<file path="src/rtl/telemetry_counter_gen.sv">
// Telemetry counter packet generator.
// Emits one 88-bit counter packet every g_period clk_256M cycles while enabled,
// holding each packet under valid/ready backpressure. Periods that fall while a
// packet is still pending are counted as dropped ticks. Single-cycle pulses can
// inject a skipped count value or a corrupted count bit into the next packet.
//
// Ports:
//   clk_256M        sole clock, rising edge
//   rst_n           synchronous active-low reset
//   enable          level, high = generate packets
//   packet_ready    downstream accept (handshake with packet_valid)
//   inject_skip     pulse: next loaded packet skips one count value
//   inject_corrupt  pulse: next loaded packet has count bit 0 inverted
//   clear_counters  synchronous clear of sent_packets / dropped_ticks
//   packet_data     packet word {4'h0, g_stream_id, 70'h0, count[9:0]}
//   packet_valid    packet_data holds a packet
//   sent_packets    accepted-packet count, wrapping
//   dropped_ticks   period ticks lost to backpressure, saturating
//   running         high when not IDLE
module telemetry_counter_gen #(
    parameter logic [15:0] g_period    = 16'd410,
    parameter logic [3:0]  g_stream_id = 4'hD
) (
    input  logic        clk_256M,
    input  logic        rst_n,
    input  logic        enable,
    input  logic        packet_ready,
    input  logic        inject_skip,
    input  logic        inject_corrupt,
    input  logic        clear_counters,
    output logic [87:0] packet_data,
    output logic        packet_valid,
    output logic [31:0] sent_packets,
    output logic [15:0] dropped_ticks,
    output logic        running
);

    localparam int unsigned TIMER_W = 16;
    localparam int unsigned CNT_W   = 10;
    localparam int unsigned DATA_W  = 88;
    localparam int unsigned SENT_W  = 32;
    localparam int unsigned DROP_W  = 16;
    localparam int unsigned PAD_W   = DATA_W - 8 - CNT_W;

    typedef enum logic [1:0] {
        ST_IDLE = 2'd0,
        ST_WAIT = 2'd1,
        ST_SEND = 2'd2
    } state_t;

    state_t             state_q;
    state_t             state_d;
    logic [TIMER_W-1:0] timer_q;
    logic [CNT_W-1:0]   count_q;
    logic               skip_q;
    logic               corrupt_q;

    logic               tick;
    logic               handshake;
    logic               load;
    logic [CNT_W-1:0]   count_eff;

    // Control decode and next-state logic.
    always_comb begin
        state_d   = state_q;
        tick      = (state_q != ST_IDLE) && (timer_q == g_period - TIMER_W'(1));
        handshake = (state_q == ST_SEND) && packet_valid && packet_ready;
        load      = (state_q == ST_WAIT) && enable && tick;
        count_eff = skip_q ? count_q + CNT_W'(1) : count_q;

        case (state_q)
            ST_IDLE: if (enable) state_d = ST_WAIT;
            ST_WAIT: begin
                // Disable wins over a coincident tick: no packet is loaded.
                if (!enable)   state_d = ST_IDLE;
                else if (tick) state_d = ST_SEND;
            end
            ST_SEND: if (handshake) state_d = enable ? ST_WAIT : ST_IDLE;
            default: state_d = ST_IDLE;
        endcase
    end

    // State register.
    always_ff @(posedge clk_256M) begin
        if (!rst_n) state_q <= ST_IDLE;
        else        state_q <= state_d;
    end

    // Timer, count, inject flags, packet and statistics registers.
    always_ff @(posedge clk_256M) begin
        if (!rst_n) begin
            timer_q       <= '0;
            count_q       <= '0;
            skip_q        <= 1'b0;
            corrupt_q     <= 1'b0;
            packet_data   <= '0;
            packet_valid  <= 1'b0;
            sent_packets  <= '0;
            dropped_ticks <= '0;
            running       <= 1'b0;
        end else begin
            // Timer free-runs through WAIT and SEND; it is held at zero in IDLE
            // so the first WAIT cycle always starts a fresh period.
            if (state_q == ST_IDLE || state_d == ST_IDLE) timer_q <= '0;
            else if (tick)                                timer_q <= '0;
            else                                          timer_q <= timer_q + TIMER_W'(1);

            // Flags are consumed by a load; a pulse in the load cycle re-arms them.
            skip_q    <= load ? inject_skip    : (skip_q    | inject_skip);
            corrupt_q <= load ? inject_corrupt : (corrupt_q | inject_corrupt);

            // count_q holds c_eff while a packet is pending, so +1 on handshake
            // yields c_eff+1 without a separate register.
            if (load) begin
                count_q      <= count_eff;
                packet_data  <= {4'h0, g_stream_id, {PAD_W{1'b0}},
                                 count_eff ^ {{(CNT_W-1){1'b0}}, corrupt_q}};
                packet_valid <= 1'b1;
            end else if (handshake) begin
                count_q      <= count_q + CNT_W'(1);
                packet_valid <= 1'b0;
            end

            if (clear_counters) sent_packets <= '0;
            else if (handshake) sent_packets <= sent_packets + SENT_W'(1);

            if (clear_counters)
                dropped_ticks <= '0;
            else if (state_q == ST_SEND && tick && dropped_ticks != '1)
                dropped_ticks <= dropped_ticks + DROP_W'(1);

            running <= (state_d != ST_IDLE);
        end
    end

endmodule

</file>
<file path="config.mk">
export PLATFORM = sky130hd
export DESIGN_NAME = telemetry_counter_gen
export DESIGN_NICKNAME = d
export VERILOG_FILES = /design/src/rtl/telemetry_counter_gen.sv
export SDC_FILE = /design/constraint.sdc
export NUM_CORES = 1
export LEC_CHECK = 0
export ABC_CLOCK_PERIOD_IN_PS = 1900
export CAP_MARGIN = 20
export CORE_AREA = 4 4 120 122
export DETAILED_ROUTE_END_ITERATION = 7
export DIE_AREA = 0 0 124 126
export GPL_ROUTABILITY_DRIVEN = 0
export HOLD_SLACK_MARGIN = 0.03
export PLACE_DENSITY_LB_ADDON = 0.2
export SYNTH_ARGS = -nofsm -noshare
export SYNTH_HDL_FRONTEND = slang
export SYNTH_SLANG_ARGS = --single-unit
</file>
<file path="constraint.sdc">
create_clock -name clk_256M -period 1.9 [get_ports clk_256M]
set_input_delay 0.285 -clock clk_256M [delete_from_list [all_inputs] [get_ports clk_256M]]
set_output_delay 0.285 -clock clk_256M [all_outputs]
set_load 0.01 [all_outputs]
</file>
==> results of run 1 <==
sequential cells by signal, indices dropped and copies added (netlist names):
name	flops
dropped_ticks	16
packet_data	11
packet_valid	1
running	1
state_q	2
sent_packets	32
count_q	10
corrupt_q	1
skip_q	1
timer_q	16
power groups by stage:
stage / Sequential, mW / Clock, mW / Combinational [mW]
final: 1.91 / 1.81 / 0.215
after global routing: 1.91 / 1.94 / 0.240
after CTS: 1.91 / 1.87 / 0.210
after detailed placement: 1.96 / 0 / 0.210
after global placement: 1.96 / 0 / 0.207
after floorplan: 1.96 / 0 / 0.257
how the worst max path moves through the flow:
stage	from	end
6_report	timer_q[12]	dropped_ticks[11]
3_5_place_dp	packet_ready	sent_packets[19]
2_1_floorplan	state_q[0]	sent_packets[27]
3_3_place_gp	packet_ready	sent_packets[13]
4_1_cts	sent_packets[0]	sent_packets[26]
5_1_grt	timer_q[12]	dropped_ticks[11]
cell families after synthesis:
| kind of cell | Yosys count | synth area share [%] |
|---|---|---|
| AO/OA/AOI/OAI | 82 | 9.58 |
| XOR/XNOR | 29 | 4.83 |
| adder cells (fa/ha/maj) | 5 | 1.19 |
| buffers and inverters | 125 | 14.6 |
| flip-flops | 91 | 34.6 |
| multiplexers | 33 | 6.40 |
| other | 1 | 0.0713 |
| AND/OR/NAND/NOR | 279 | 28.7 |
repair_timing:
item | in CTS | in global routing
setup buffers | 0 | 6
hold buffers | 0 | 0
resized for setup | 4 | 45
pin swaps | 2 | 8
endpoints found under the setup margin | 12 | 25
cloned | 0 | 3
layer usage:
| layer | GRT usage (%) | vias to the layer above | wire length (um) |
|---|---|---|---|
| met5 | 0 | - | 0 |
| met4 | 5.22 | 0 | 182 |
| met3 | 3.81 | 17 | 762 |
| met2 | 27.8 | 155 | 6830 |
| met1 | 20.8 | 2314 | 6110 |
| li1 | - | 2398 | - |
cell usage in the layout, fill, tap and decap left out, drive strengths merged, types with 4 or more instances in the layout:
| cell | instances |
|---|---|
| nand3 | 35 |
| nor4 | 22 |
| ha | 5 |
| mux2 | 5 |
| mux2i | 28 |
| nand2 | 60 |
| xnor2 | 18 |
| o21ai | 21 |
| or3 | 11 |
| dfxtp | 91 |
| nand4 | 30 |
| inv | 12 |
| clkbuf | 13 |
| or4 | 8 |
| nor3 | 13 |
| or2 | 22 |
| conb | 75 |
| clkdlybuf4s50 | 68 |
| a21oi | 29 |
| buf | 79 |
| and4 | 11 |
| and3 | 7 |
| xor2 | 11 |
| o211ai | 4 |
| o311ai | 4 |
| nand2b | 10 |
| o31ai | 4 |
| nor2 | 39 |
through the flow:
stage / power, mW / cells / TNS, ns / hold WS [ns]
detailed placement: 2.17 / 922 / -7.34 / 0.471
global route: 4.09 / 946 / -0.418 / 0.482
CTS: 4.00 / 937 / 0 / 0.465
floorplan: 2.21 / 719 / 0 / 0.406
global placement: 2.16 / 922 / -6.27 / 0.463
finish: 3.94 / 946 / 0 / 0.476
worst min-delay path, stage by stage, from the launching register on:
cell	delay, ns
dfxtp_1	0.31
o21ai_0	0.06
a21oi_1	0.06
final cells by class:
class                   count  area, um2
clock buffers              13        260
clock inverters             2       35.0
fillers                  1274       6290
inverters                  12       45.0
multi-input cells         504       3170
flip-flops and latches     91       1830
well taps                 176        220
repair buffers            148       1340
==> key figures, run 1 <==
Outcome
  • Outcome: finished clean

Power
  • Net Switching: 879 uW
  • Leak: 2.49 nW
  • Share of power burned in registers: 48.6%
  • Combinational Power Share: 5.4%
  • Clock Power Share: 45.9%
  • VDD IR-drop max: 0.000456 V
  • Power Density: 571 mW/mm2
  • Pint: 3.06 mW
  • Sw frac: 22.3%

Min path
  • Worst hold path type: reg2reg
  • Min-Delay Startpoint: packet_data[1]
  • Min-Delay Endpoint: packet_data[1]
  • WHS Path Cells: 2

Logic synthesis
  • Number of synthesized flops with an enable pin: 0
  • Seq/Total Area, Yosys: 34.6%
  • Synth top cells by count: dfxtp_1 (91), buf_4 (78), nand2_1 (60), nor2_1 (39), nand3_1 (35)
  • Mapped Cells: 645
  • Area leader, netlist: dfxtp_1
  • Post-synth top area share: 34.6%
  • Synth warn: 0
  • Synth top area cells: dfxtp_1 (35%), buf_4 (11%), mux2i_1 (5.3%)
  • Asr flop ratio synth: 0%
  • Synth Flop Type: dfxtp_1
  • Post-synth design cell area: 0.00526 mm2
  • Yosys reg bits: 91
  • Top-count cell post-synth: dfxtp_1
  • Post-synth cell types: 51
  • Synth Area per Inst: 8.16 um2

Cells and area
  • Layout Area Growth over Synthesis: 31.1%
  • Number of nets in the layout: 778
  • Share of layout cells above drive strength 1: 20.9%
  • # diodes: 0
  • Cell area after layout: 0.00690 mm2
  • Layout Utilization: 52.3%

Worst setup path
  • Cell mode on critical path: buf_4
  • WP data required: 2.18 ns
  • Critical path launch point type: flip-flop
  • Cells along the critical path: nor4_4 -> buf_4 -> nand4_1 -> buf_6 -> buf_4 -> nor4_2 -> mux2i_1
  • Worst-path fanout max: 4
  • Crit end category: flip-flop
  • Critical path buffers and inverters: 3
  • Critical Path Stages: 7
  • Worst Setup Path Type: reg2reg
  • Critical path's top delay family: simple AND/OR/NAND/NOR gates
  • Reg2reg path depth: 7
  • CP max stage cell: dfxtp_2
  • FF-to-FF setup slack: 0.03 ns
  • RR Endpoint: dropped_ticks[11]
  • Critical Path AT: 2.15 ns
  • CP max stage delay: 0.34 ns
  • Worst r2r src: timer_q[12]

Clocking
  • Clock Latency Late Sink: 0.35 ns
  • Clk sinks: 91
  • Root buffer cell: clkbuf_16
  • Total CTS buffers: 9
  • Max Buffers Root-to-Sink: 2
  • CTS tree: built
  • Worst-path clk slew: 0.06 ns
  • H-Tree Depth: 3

STA
  • Minimum clock period: 1.87 ns
  • Worst Tran Pin Value: 0.651 ns
  • Final period util: 98.6%
  • Setup WS post-layout: 0.0263 ns
  • Worst Skew: 0.00819 ns
  • Hold Violations, Final: 0
  • Final-report setup violation count: 0
  • Rel. slew slack: 56.0%
  • RSZ-0062 raised after global routing: yes
  • Max Clk Rate: 534 MHz
  • Pins Over Slew Limit: 0

Die
  • Die Wd: 124 um
  • Chip height: 126 um
  • Cell Rows: 42
  • Initial Util: 39.9%
  • Core area: 0.0132 mm2
  • Area of the die: 0.0156 mm2
  • Io pins: 145

Detailed routing
  • Final ANT Viol Nets: 0
  • Drt total wl: 13.9 mm
  • Average wire per standard cell: 14.7 um
  • Total number of vias: 4884
  • DR iter-0 viols: 296
  • Vias per Instance: 5.16
  • DR pass1 iterations: 5
  • Residual DRC count: 0

Placed design
  • HPWL Detailed: 9.68 mm
  • Placed Area: 0.00632 mm2
  • Input/output buffers: 69
  • Pre-CTS WS: -0.472 ns

GRT
  • Gr usage total: 16.5%
  • Pin count of the biggest net entering global routing: 26
  • Vias in the first global route: 4344
  • First-pass GRT wire length: 21.1 mm
  • Overflow after GRT: 0
  • Initial antenna violation count: 0

Flow run
  • Max-cap violations: 0
(Power assumes the default switching activity.)
==> run 2: changes to the inputs <==
--- a/config.mk
+++ b/config.mk
@@ -16,3 +16,4 @@
 export SYNTH_ARGS = -nofsm -noshare
 export SYNTH_HDL_FRONTEND = slang
 export SYNTH_SLANG_ARGS = --single-unit
+export TNS_END_PERCENT = 1
==> key figures, run 2 (synthesized netlist as in run 1, its figures left out) <==
Outcome
  • Outcome: complete, but fails checks
  • Failing checks: setup timing

Detailed routing
  • Average wire per standard cell: 14.1 um
  • Drt total wl: 13.4 mm
  • Total number of vias: 4790
  • Final ANT Viol Nets: 0
  • Vias per Instance: 5.06
  • Residual DRC count: 0
  • DR iter-0 viols: 253
  • DR pass1 iterations: 4

Worst setup path
  • Reg2reg path depth: 7
  • Crit end category: flip-flop
  • CP max stage cell: or4_1
  • WP data required: 2.18 ns
  • Critical Path AT: 2.19 ns
  • Critical path's top delay family: simple AND/OR/NAND/NOR gates
  • Critical path buffers and inverters: 3
  • Worst Setup Path Type: reg2reg
  • Cells along the critical path: nor4_4 -> buf_4 -> nand4_1 -> buf_6 -> buf_6 -> or4_1 -> a21oi_1
  • Worst r2r src: timer_q[12]
  • RR Endpoint: dropped_ticks[2]
  • Worst-path fanout max: 6
  • Cell mode on critical path: buf_6
  • CP max stage delay: 0.47 ns
  • Critical path launch point type: flip-flop
  • FF-to-FF setup slack: -0.008 ns

Cells and area
  • Largest registers: sent_packets: 32 flops, dropped_ticks: 16 flops, timer_q: 16 flops
  • Number of nets in the layout: 779
  • Share of layout cells above drive strength 1: 19.6%
  • # diodes: 0
  • Reg area: 0.00184 mm2
  • Cell area after layout: 0.00683 mm2
  • Largest register FFs: 32
  • Largest Register: sent_packets
  • Multi-input gate area: 0.00310 mm2
  • Layout Area Growth over Synthesis: 29.8%
  • Most common cell after layout, fill and taps aside: dfxtp_1
  • Most frequent cells in the layout: dfxtp_1 (82), conb_1 (75), buf_4 (72), clkdlybuf4s50_1 (68), nand2_1 (60)
  • Filler cells: 1298

Placed design
  • Input/output buffers: 69
  • Placed Area: 0.00636 mm2
  • HPWL Detailed: 9.62 mm
  • Pre-CTS WS: -0.508 ns

Clocking
  • H-Tree Depth: 3
  • Max Buffers Root-to-Sink: 2
  • Clock Latency Late Sink: 0.34 ns
  • Worst-path clk slew: 0.06 ns
  • Total CTS buffers: 9
  • Post-CTS Hold Buffers: 0
  • CTS tree: built
  • Root buffer cell: clkbuf_16
  • Clk sinks: 91

Flow run
  • Max-cap violations: 0

Die
  • Die Wd: 124 um
  • Cell Rows: 42
  • Core area: 0.0132 mm2
  • Initial Util: 39.9%
  • Io pins: 145
  • Area of the die: 0.0156 mm2
  • Chip height: 126 um

STA
  • RSZ-0062 raised after global routing: yes
  • Hold Violations, Final: 0
  • Worst Skew: 0.00959 ns
  • Max Clk Rate: 524 MHz
  • Pins Over Slew Limit: 0
  • Rel. slew slack: 51.5%
  • Worst Hold Slack: 0.444 ns
  • Setup WS post-layout: -0.00766 ns
  • Worst Tran Pin Value: 0.718 ns
  • Final period util: 100%
  • Final-report setup violation count: 1
  • Minimum clock period: 1.91 ns

GRT
  • Vias in the first global route: 4464
  • First-pass GRT wire length: 21.5 mm
  • Gr usage total: 16.6%
  • Pin count of the biggest net entering global routing: 26
  • Overflow after GRT: 0
  • Initial antenna violation count: 0

Min path
  • WHS Path Cells: 4
  • Worst hold path type: in2reg
  • Min-Delay Endpoint: running
  • Min-Delay Startpoint: packet_ready

Power
  • Leak: 2.45 nW
  • VDD IR-drop max: 0.000445 V
  • Power Density: 550 mW/mm2
[run 2: cell types whose count changed in the layout (fill, tap and decap cells not counted), sizes merged]
cell          delta
dlygate4sd2      -1
bufinv           -1
dlymetal6s2s     +1
buf              +2
or4              -1
clkinv           +2
clkbuf           -1
[run 2: stage by stage]
stage          setup TNS, ns  power, mW  utilization [%]  instances
3_3_place_gp           -6.24       2.17             48.2        927
5_1_grt               -0.279       3.92             51.8        947
3_5_place_dp           -7.10       2.17             48.2        927
4_1_cts                    0       3.82             50.3        942
2_1_floorplan        -0.0240       2.21                -        719
6_report            -0.00766       3.76             51.8        947
[run 2: cell type report]
class	instances	share of cell area, %
Tap cell	176	3.23
Clock buffer	12	3.61
Multi-Input combinational cell	503	45.4
Inverter	12	0.660
Sequential cell	91	26.9
Clock inverter	3	0.220
Timing Repair Buffer	150	19.9
[run 2: how the worst max path moves through the flow]
stage,slack [ns],cells past startpoint,end,from
final,-0.008,7,dropped_ticks[2],timer_q[12]
after global routing,-0.05,7,dropped_ticks[2],timer_q[12]
after CTS,0.002,6,sent_packets[15],sent_packets[0]
after detailed placement,-0.51,6,sent_packets[15],packet_ready
after global placement,-0.45,5,sent_packets[27],packet_ready
after floorplan,-0.02,5,sent_packets[27],packet_valid
[run 2: report_power, final]
| group | total [mW] | switching, mW | internal [mW] |
|---|---|---|---|
| logic | 0.219 | 0.150 | 0.0692 |
| clock network | 1.63 | 0.717 | 0.909 |
| registers | 1.91 | 0.00242 | 1.91 |
[run 2: worst register-to-register path, cell delays in order, from the launching register on]
cell	delay, ns
dfxtp_2	0.33
nor4_4	0.29
buf_4	0.16
nand4_1	0.14
buf_6	0.20
buf_6	0.13
or4_1	0.47
a21oi_1	0.13
[run 2: routing by layer]
layer	track usage (%)	part of all wire [%]	vias up
met1	20.0	44	2277
met3	4.35	5.2	13
met2	29.8	50	118
met4	3.09	1.0	0
met5	0	0	-
li1	-	-	2382
[run 2: what timing repair did]
action                     CTS  global route
pin swaps                    3            11
setup buffers                0             5
resized for setup            3            37
setup endpoints to repair   12            23
==> run 3: changes to the inputs <==
--- a/config.mk
+++ b/config.mk
@@ -7,12 +7,13 @@
 export LEC_CHECK = 0
 export ABC_CLOCK_PERIOD_IN_PS = 1900
 export CAP_MARGIN = 20
-export CORE_AREA = 4 4 120 122
+export CORE_AREA = 4 4 115 117
 export DETAILED_ROUTE_END_ITERATION = 7
-export DIE_AREA = 0 0 124 126
+export DIE_AREA = 0 0 119 121
 export GPL_ROUTABILITY_DRIVEN = 0
 export HOLD_SLACK_MARGIN = 0.03
 export PLACE_DENSITY_LB_ADDON = 0.2
+export RECOVER_POWER = 50
 export SYNTH_ARGS = -nofsm -noshare
 export SYNTH_HDL_FRONTEND = slang
 export SYNTH_SLANG_ARGS = --single-unit
==> key figures, run 3 (synthesized netlist as in run 1, its figures left out) <==
Clocking
  • Clk sinks: 91
  • Max Buffers Root-to-Sink: 2
  • Post-CTS Hold Buffers: 0
  • CTS tree: built
  • Total CTS buffers: 9
  • Root buffer cell: clkbuf_16
  • H-Tree Depth: 3
  • Worst-path clk slew: 0.06 ns
  • Clock Latency Late Sink: 0.34 ns

Detailed routing
  • Total number of vias: 4744
  • Vias per Instance: 5.07
  • Drt total wl: 13.0 mm
  • Final ANT Viol Nets: 0
  • DR iter-0 viols: 305
  • DR pass1 iterations: 4
  • Average wire per standard cell: 13.8 um
  • Residual DRC count: 0

Die
  • Chip height: 121 um
  • Initial Util: 42.6%
  • Cell Rows: 41
  • Die Wd: 119 um
  • Core area: 0.0124 mm2
  • Io pins: 145
  • Area of the die: 0.0144 mm2

Power
  • VDD IR-drop max: 0.000523 V
  • Overall power: 4.14 mW
  • Power Density: 614 mW/mm2
  • Leak: 2.56 nW

Worst setup path
  • Critical Path AT: 2.15 ns
  • Critical path's top delay family: simple AND/OR/NAND/NOR gates
  • Critical path buffers and inverters: 2
  • Worst r2r src: sent_packets[0]
  • Worst Setup Path Type: reg2reg
  • CP max stage delay: 0.63 ns
  • Cell mode on critical path: buf_6
  • FF-to-FF setup slack: 0.03 ns
  • Reg2reg path depth: 6
  • Crit end category: flip-flop
  • Critical path launch point type: flip-flop
  • Critical Path Stages: 6
  • RR Endpoint: sent_packets[13]
  • Worst-path fanout max: 6
  • Critical Path Source: sent_packets[0]
  • Cells along the critical path: buf_6 -> nand4_1 -> or4_4 -> buf_6 -> or3_1 -> a21oi_1
  • CP max stage cell: or4_4
  • WP data required: 2.18 ns
  • Worst setup path end: sent_packets[13]

GRT
  • Initial antenna violation count: 0
  • Vias in the first global route: 4519
  • Overflow after GRT: 0
  • Pin count of the biggest net entering global routing: 39
  • Gr usage total: 17.9%
  • First-pass GRT wire length: 21.6 mm

Outcome
  • Outcome: finished clean

STA
  • Worst Tran Pin Value: 0.495 ns
  • Pins Over Slew Limit: 0
  • Final period util: 98.5%
  • Minimum clock period: 1.87 ns
  • Final TNS setup: 0 ns
  • Worst Hold Slack: 0.476 ns
  • Final-report setup violation count: 0
  • Worst Skew: 0.00662 ns
  • Setup WS post-layout: 0.0281 ns
  • RSZ-0062 raised after global routing: yes
  • Rel. slew slack: 66.6%
  • Hold Violations, Final: 0
  • Max Clk Rate: 534 MHz

Cells and area
  • Cell area after layout: 0.00674 mm2
  • Most common cell after layout, fill and taps aside: dfxtp_1
  • Number of nets in the layout: 771
  • Layout Utilization: 54.5%
  • Cell Count, Final, Fillers Out: 936
  • # diodes: 0
  • Largest register FFs: 32
  • Most frequent cells in the layout: dfxtp_1 (86), conb_1 (75), buf_4 (64), nand2_1 (60), dlygate4sd3_1 (41)
  • Largest Register: sent_packets
  • Layout Area Growth over Synthesis: 28.1%
  • Largest registers: sent_packets: 32 flops, dropped_ticks: 16 flops, timer_q: 16 flops
  • Share of layout cells above drive strength 1: 17.3%

Placed design
  • HPWL Detailed: 9.54 mm
  • Pre-CTS WS: -0.454 ns
  • Input/output buffers: 69
  • Placed Area: 0.00634 mm2
  • Dpl cells: 918

Flow run
  • Max-cap violations: 0

Min path
  • Worst hold path type: reg2reg
## run 3: how the worst min path moves through the flow
stage                              start        endpoint  slack [ns]  depth (start not counted)
after floorplan                   enable         running        0.41                          2
after global placement       timer_q[15]     timer_q[15]        0.46                          2
after detailed placement  packet_data[5]  packet_data[5]        0.47                          2
after CTS                 inject_corrupt       corrupt_q        0.47                          3
after global routing      inject_corrupt       corrupt_q        0.49                          3
final                     packet_data[5]  packet_data[5]        0.48                          2
## run 3: cell type report
cell class / count / area [um2]
fillers: 1151 / 5620
inverters: 12 / 45.0
multi-input cells: 503 / 3000
well taps: 172 / 215
repair buffers: 142 / 1310
clock buffers: 12 / 268
clock inverters: 4 / 70.1
flip-flops and latches: 91 / 1830
## run 3: report_power, final
| group | internal, mW | leakage, nW | switching, mW | total (mW) |
|---|---|---|---|---|
| clock | 1.26 | 0.168 | 0.746 | 2.01 |
| sequential | 1.91 | 0.737 | 0.00264 | 1.91 |
| combinational | 0.0666 | 1.65 | 0.149 | 0.216 |
## run 3: tightest hold or removal path: stages (launching register included)
cell	delay, ns
dfxtp_1	0.31
o21ai_0	0.06
a21oi_1	0.06
## run 3: layer usage
metal / up-vias / share of wire (%) / GRT usage, %
met1: 2245 / 44 / 22.0
li1: 2363 / - / -
met3: 7 / 5.2 / 4.90
met2: 129 / 50 / 31.0
met5: - / 0 / 0
met4: 0 / 0.64 / 4.42
## run 3: repair_timing
| item | in CTS | in global routing |
|---|---|---|
| pin swaps | 4 | 4 |
| endpoints found under the setup margin | 11 | 27 |
| setup buffers | 2 | 0 |
| cloned | 0 | 0 |
| resized for setup | 4 | 11 |
